**config.mk**
```make
export PLATFORM = sky130hd
export DESIGN_NAME = instr_fetch_flat
export DESIGN_NICKNAME = d
export VERILOG_FILES = /design/src/rtl/ifetch_pkg.sv /design/src/rtl/instr_fetch_if.sv /design/src/rtl/fetch_fifo.sv /design/src/rtl/instr_fetch.sv /design/src/flat_wrapper.sv
export SDC_FILE = /design/constraint.sdc
export NUM_CORES = 1
export LEC_CHECK = 0
export CAP_MARGIN = 20
export CORE_MARGIN = 2
export CORE_UTILIZATION = 55
export DETAILED_ROUTE_END_ITERATION = 10
export PLACE_DENSITY = 0.86
export RECOVER_POWER = 100
export SYNTH_ARGS = -nofsm -noshare
export SYNTH_HDL_FRONTEND = slang
export SYNTH_SLANG_ARGS = --single-unit
```
**constraint.sdc**
```tcl
create_clock -name clk -period 6.98 [get_ports clk]
set_input_delay 1.047 -clock clk [delete_from_list [all_inputs] [get_ports clk]]
set_output_delay 1.047 -clock clk [all_outputs]
set_load 0.03 [all_outputs]
```
**src/rtl/ifetch_pkg.sv**
```systemverilog
// Shared types and constants for the instruction-fetch slice.
package ifetch_pkg;
   localparam int XLEN = 32;
   localparam logic [XLEN-1:0] NOP_INSTR = 32'h00000013;

   typedef struct packed {
      logic [XLEN-1:0] pc;
      logic [XLEN-1:0] instr;
   } fetch_pair_t;
endpackage

```
**src/rtl/instr_fetch_if.sv**
```systemverilog
// Fetch-to-decode handshake. if_fault exists only when IFETCH_ADDR_CHECK_EN is defined.
// Handshake: a pair transfers on a rising clk edge where if_valid && if_ready; while if_valid=1 and if_ready=0 the pair holds stable.
interface instr_fetch_if;
   import ifetch_pkg::*;
   logic            if_valid;
   logic            if_ready;
   logic [XLEN-1:0] if_pc;
   logic [XLEN-1:0] if_instr;
`ifdef IFETCH_ADDR_CHECK_EN
   logic            if_fault;

   modport master (output if_valid, output if_pc, output if_instr, output if_fault, input if_ready);
   modport slave  (input if_valid, input if_pc, input if_instr, input if_fault, output if_ready);
`else
   modport master (output if_valid, output if_pc, output if_instr, input if_ready);
   modport slave  (input if_valid, input if_pc, input if_instr, output if_ready);
`endif
endinterface

```
**src/rtl/fetch_fifo.sv**
```systemverilog
// Shift-register FIFO with a registered head; flush empties it in one cycle.
module fetch_fifo #(
   parameter int DEPTH = 2,
   parameter int WIDTH = 64
) (
   input  logic             clk,
   input  logic             reset,
   input  logic             flush,
   input  logic             push,
   input  logic [WIDTH-1:0] push_data,
   input  logic             pop,
   output logic [WIDTH-1:0] head_data,
   output logic             empty,
   output logic             full
);
   localparam int CW = $clog2(DEPTH + 1);

   logic [WIDTH-1:0] mem_q [DEPTH];
   logic [WIDTH-1:0] mem_d [DEPTH];
   logic [CW-1:0]    count_q;
   logic [CW-1:0]    count_d;
   logic             push_ok;
   logic             pop_ok;

   assign empty   = (count_q == '0);
   assign full    = (count_q == CW'(DEPTH));
   assign pop_ok  = pop && !empty;
   assign push_ok = push && (!full || pop_ok);

   // Entries shift toward slot 0 on pop, so the head is always a flop output.
   always_comb begin
      mem_d   = mem_q;
      count_d = count_q;
      if (flush) begin
         for (int i = 0; i < DEPTH; i++) mem_d[i] = '0;
         count_d = '0;
      end else begin
         if (pop_ok) begin
            for (int i = 0; i < DEPTH - 1; i++) mem_d[i] = mem_q[i + 1];
            mem_d[DEPTH - 1] = '0;
            count_d = count_q - 1'b1;
         end
         if (push_ok) begin
            for (int i = 0; i < DEPTH; i++) begin
               if (count_d == CW'(i)) mem_d[i] = push_data;
            end
            count_d = count_d + 1'b1;
         end
      end
   end

   always_ff @(posedge clk) begin
      if (reset) begin
         for (int i = 0; i < DEPTH; i++) mem_q[i] <= '0;
         count_q <= '0;
      end else begin
         mem_q   <= mem_d;
         count_q <= count_d;
      end
   end

   assign head_data = mem_q[0];
endmodule

```
**src/rtl/instr_fetch.sv**
```systemverilog
// Instruction fetch: PC register, combinational imem read, 2-entry pair buffer toward decode.
// Optional IFETCH_ADDR_CHECK_EN replaces out-of-range fetches with a NOP and flags if_fault.
module instr_fetch
   import ifetch_pkg::*;
#(
   parameter logic [31:0] RESET_PC   = 32'd0,
   parameter logic [31:0] PC_STEP    = 32'd4,
   parameter int          IMEM_WORDS = 64
) (
   input  logic            clk,
   input  logic            reset,
   output logic [XLEN-1:0] read_address,
   input  logic [XLEN-1:0] instruction_in,
   input  logic            redirect_valid,
   input  logic [XLEN-1:0] redirect_pc,
   instr_fetch_if.master   dec
);
   logic [XLEN-1:0] pc_q;
   logic            push;
   logic            pop;
   logic            fifo_empty;
   logic            fifo_full;
   fetch_pair_t     pair_in;
   fetch_pair_t     pair_out;

   // A redirect kills both directions, so the head being popped is not consumed.
   assign pop  = dec.if_valid && dec.if_ready && !redirect_valid;
   assign push = !redirect_valid && (!fifo_full || pop);

   assign read_address = pc_q;

`ifdef IFETCH_ADDR_CHECK_EN
   localparam int ENTRY_W = $bits(fetch_pair_t) + 1;
   localparam logic [XLEN-1:0] IMEM_LIMIT = XLEN'(IMEM_WORDS);
   logic               oob;
   logic [ENTRY_W-1:0] entry_in;
   logic [ENTRY_W-1:0] entry_out;

   assign oob     = (pc_q / PC_STEP) >= IMEM_LIMIT;
   assign pair_in = '{pc: pc_q, instr: (oob ? NOP_INSTR : instruction_in)};
   assign entry_in = {oob, pair_in};
   assign {dec.if_fault, pair_out} = entry_out;
`else
   localparam int ENTRY_W = $bits(fetch_pair_t);
   logic [ENTRY_W-1:0] entry_in;
   logic [ENTRY_W-1:0] entry_out;

   assign pair_in  = '{pc: pc_q, instr: instruction_in};
   assign entry_in = pair_in;
   assign pair_out = entry_out;
`endif

   fetch_fifo #(
      .DEPTH (2),
      .WIDTH (ENTRY_W)
   ) u_fifo (
      .clk       (clk),
      .reset     (reset),
      .flush     (redirect_valid),
      .push      (push),
      .push_data (entry_in),
      .pop       (pop),
      .head_data (entry_out),
      .empty     (fifo_empty),
      .full      (fifo_full)
   );

   assign dec.if_valid = !fifo_empty;
   assign dec.if_pc    = pair_out.pc;
   assign dec.if_instr = pair_out.instr;

   always_ff @(posedge clk) begin
      if (reset) begin
         pc_q <= RESET_PC;
      end else if (redirect_valid) begin
         pc_q <= redirect_pc;
      end else if (push) begin
         pc_q <= pc_q + PC_STEP;
      end
   end
endmodule
```
**src/flat_wrapper.sv**
```systemverilog
// flat-port wrapper written by rule: the top's interface ports become plain ports
module instr_fetch_flat import ifetch_pkg::*;
#(
   parameter logic [31:0] RESET_PC   = 32'd0,
   parameter logic [31:0] PC_STEP    = 32'd4,
   parameter int          IMEM_WORDS = 64
)
  (clk, reset, read_address, instruction_in, redirect_valid, redirect_pc, dec_if_valid, dec_if_pc, dec_if_instr, dec_if_ready);
  instr_fetch_if dec_i ();
  input  logic clk;
  input  logic reset;
  output logic [XLEN-1:0] read_address;
  input  logic [XLEN-1:0] instruction_in;
  input  logic redirect_valid;
  input  logic [XLEN-1:0] redirect_pc;
  output wire logic [$bits(dec_i.if_valid)-1:0] dec_if_valid;
  output wire logic [$bits(dec_i.if_pc)-1:0] dec_if_pc;
  output wire logic [$bits(dec_i.if_instr)-1:0] dec_if_instr;
  input wire logic [$bits(dec_i.if_ready)-1:0] dec_if_ready;
  assign dec_if_valid = dec_i.if_valid;
  assign dec_if_pc = dec_i.if_pc;
  assign dec_if_instr = dec_i.if_instr;
  assign dec_i.if_ready = dec_if_ready;
  instr_fetch #(.RESET_PC(RESET_PC), .PC_STEP(PC_STEP), .IMEM_WORDS(IMEM_WORDS)) u_core (.clk(clk), .reset(reset), .read_address(read_address), .instruction_in(instruction_in), .redirect_valid(redirect_valid), .redirect_pc(redirect_pc), .dec(dec_i));
endmodule
```
==> results.cfg <==
[clock_tree]
htreeDepth = 4
cts_tree = done
cts_resized = 0
numCtsBuffers = 17
insertion_delay_ns = 0.43
clk_path_buf_depth = 2
cts.reportedPaths.clkPinSlew_ns = 0.06
cts_setup_buffers = 0
cts-root-buf = clkbuf_16
holdBufCountCts = 0
clock-sinks = 162

[floorplanning]
dieArea_um2 = 14400
core_um2 = 13200
ios = 165
die_w_um = 120
start_util_pct = 56.1
die_h_um = 120
rows = 42

[yosys]
avgSynthCellArea_um2 = 7.84
ys_warn_count = 0
synthArstFlopShare_pct = 0
syn-num-nets = 1015
synth_seq_cells = 162
yosys-top-cells-area = dfxtp_1 44%, nand2_1 11%, a311oi_1 7.7%
yosys.area.top_type = dfxtp_1
syn_area_um2 = 7390
synth_commonest_cells = 222 x nand2_1, 162 x dfxtp_1, 90 x nor2_1
synth_cell_types = 40
yosysTopAreaCellShare_pct = 43.9
yosysMostFrequentCell = nand2_1
ys.flop_type = dfxtp_1
yosysSeqAreaShare_pct = 43.9
synth_edf_count = 0
synthCells = 943

[drt]
route.detailed.drc = 0
wirelength_um = 19100
drtIter0Drc = 549
antenna_left = 0
num_vias = 6773
via_per_inst = 5.72
first_pass_iters = 4
routedWlPerCell_um = 16.2

[power]
power_mw = 2.39
powerDensity_nw_per_um2 = 262
leakagePower_nw = 3.30
worst_ir_drop_vdd_v = 0.000155

[setup_path]
path_buf_inv = 2
critPathKind = in -> reg
crit_path_max_fanout = 79
crit_chain = dlygate4sd3_1 > or3b_4 > buf_4 > a2111oi_0 > nand3_1 > xor2_1 > a211oi_2
critPathTopFamily = compound AO/OA/AOI/OAI gates
cp.arrival_ns = 5.60
cp.required_ns = 7.20
startpoint_type = input pin
endpoint_kind = flop
cpPeakStageDelay_ns = 1.75
critPathSlowestCell = a2111oi_0

[global_route]
grt_pass1_vias = 6144
grt_overflow = 0
grt_max_degree = 81
grt_antenna_before_repair = 0
grt_usage_pct = 26.6
grt_pass1_wl_um = 31000

[sta]
fin_crit_sh_pct = 77.2
fmax_mhz = 186
finalHoldViolCount = 0
finalMaxSlewViolations = 301
tightestPinTransition_ns = 2.70
rsz0062_at_grt = no
finalSetupViolations = 0
fin_hold_ws_ns = 0.468
slew_headroom_pct = -79.9
finalSetupTns_ns = 0
skew_ns = 0.00684
fin_crit_ns = 5.39

[min_path]
holdCritPathClass = reg -> reg

[cells_and_area]
nets = 1068
antenna_cells = 0
drive_gt1_share_pct = 3.87
utilization_pct = 69.3
area_delta_synth_final_pct = 23.7
fin_cells = 1184
final.fill_count = 1042

[place]
dp_cells = 1152
port_buffers = 164
gp_congestion = 0.809
dp_hpwl_um = 11900

[job]
cap_violations = 7

[status]
status = finished, violations left
violations = capacitance limit, slew limit
placed cells by master, fill, tap and decap left out, types with 4 or more instances in the layout:
cell and instances:
and3_1 7, ha_1 4, nand3_1 72, dlygate4sd3_1 98
xor2_1 22, xnor2_1 6, o21ai_0 5, dfxtp_1 162
nand4_1 15, nor2_1 90, inv_1 7, clkbuf_8 7
a211oi_1 15, o21bai_1 4, clkbuf_16 17, nand2_1 222
a21oi_1 78, clkdlybuf4s50_1 66, clkbuf_1 8, buf_4 5
a311oi_1 65
cell type report:
type	instances	area, um2	share of cell area, %
multi-input combinational	634	3330	36.4
sequential	162	3240	35.5
timing repair buffer	174	1700	18.6
clock buffer	28	537	5.87
tap	176	220	2.41
clock inverter	3	90.1	0.985
inverter	7	26.3	0.287
per-stage QoR:
step                setup slack [ns]  instance area, um2
detailed placement              2.20                8570
CTS                             2.59                9190
global placement                2.31                8570
global route                    1.37                9140
finish                          1.59                9140
floorplan                       3.69                7390
per-layer routing:
| metal | share of wire (%) | up-vias | global-route usage (%) | wire length (um) |
|---|---|---|---|---|
| met2 | 48 | 297 | 42.4 | 9260 |
| met1 | 42 | 3151 | 35.4 | 8120 |
| met3 | 6.9 | 34 | 5.32 | 1320 |
| li1 | - | 3291 | - | - |
| met4 | 2.2 | 0 | 10.9 | 416 |
| met5 | 0 | - | 0 | 0 |
logic make-up (layout without fill, tap and decap cells):
group	count (synthesis)	in the layout	share of synthesized area, %
adders and majority gates	4	4	0.677
DFF	162	162	43.9
buffers and inverters	147	212	10.9
muxes	3	3	0.406
and+or+nand+nor	421	421	24.0
AOI/OAI and AO/OA	178	178	16.8
xor gates and xnor gates	28	28	3.32
report_power, final:
group	internal [mW]	switching, mW	total (mW)
combinational	0.143	0.256	0.400
clock	0.629	0.352	0.981
sequential	0.970	0.0410	1.01
total	1.74	0.650	2.39
worst paths after layout:
check,start,to,slack [ns],cells past startpoint
worst min-delay path,u_core.u_fifo.mem_q[39],u_core.u_fifo.mem_q[39],0.47,2
worst max register to register,u_core.u_fifo.count_q[0],u_core.read_address[16],2.47,8
worst min register to register,u_core.u_fifo.mem_q[39],u_core.u_fifo.mem_q[39],0.47,2
worst max-delay path,redirect_valid,u_core.read_address[16],1.59,7
sequential cells by signal, summed over array words and instances (netlist names):
register                 count
u_core.read_address         32
u_core.u_fifo.mem_q         64
u_core.u_fifo.head_data     64
u_core.u_fifo.count_q        2
worst reg2reg max path: stages, from the launching register on:
cell,delay (ns)
dfxtp_1,0.35
inv_1,0.10
ha_1,0.27
or3b_4,0.73
buf_4,0.48
a2111oi_0,1.77
nand3_1,0.25
xor2_1,0.27
a211oi_2,0.09
Power figures use the tool's default switching activity.
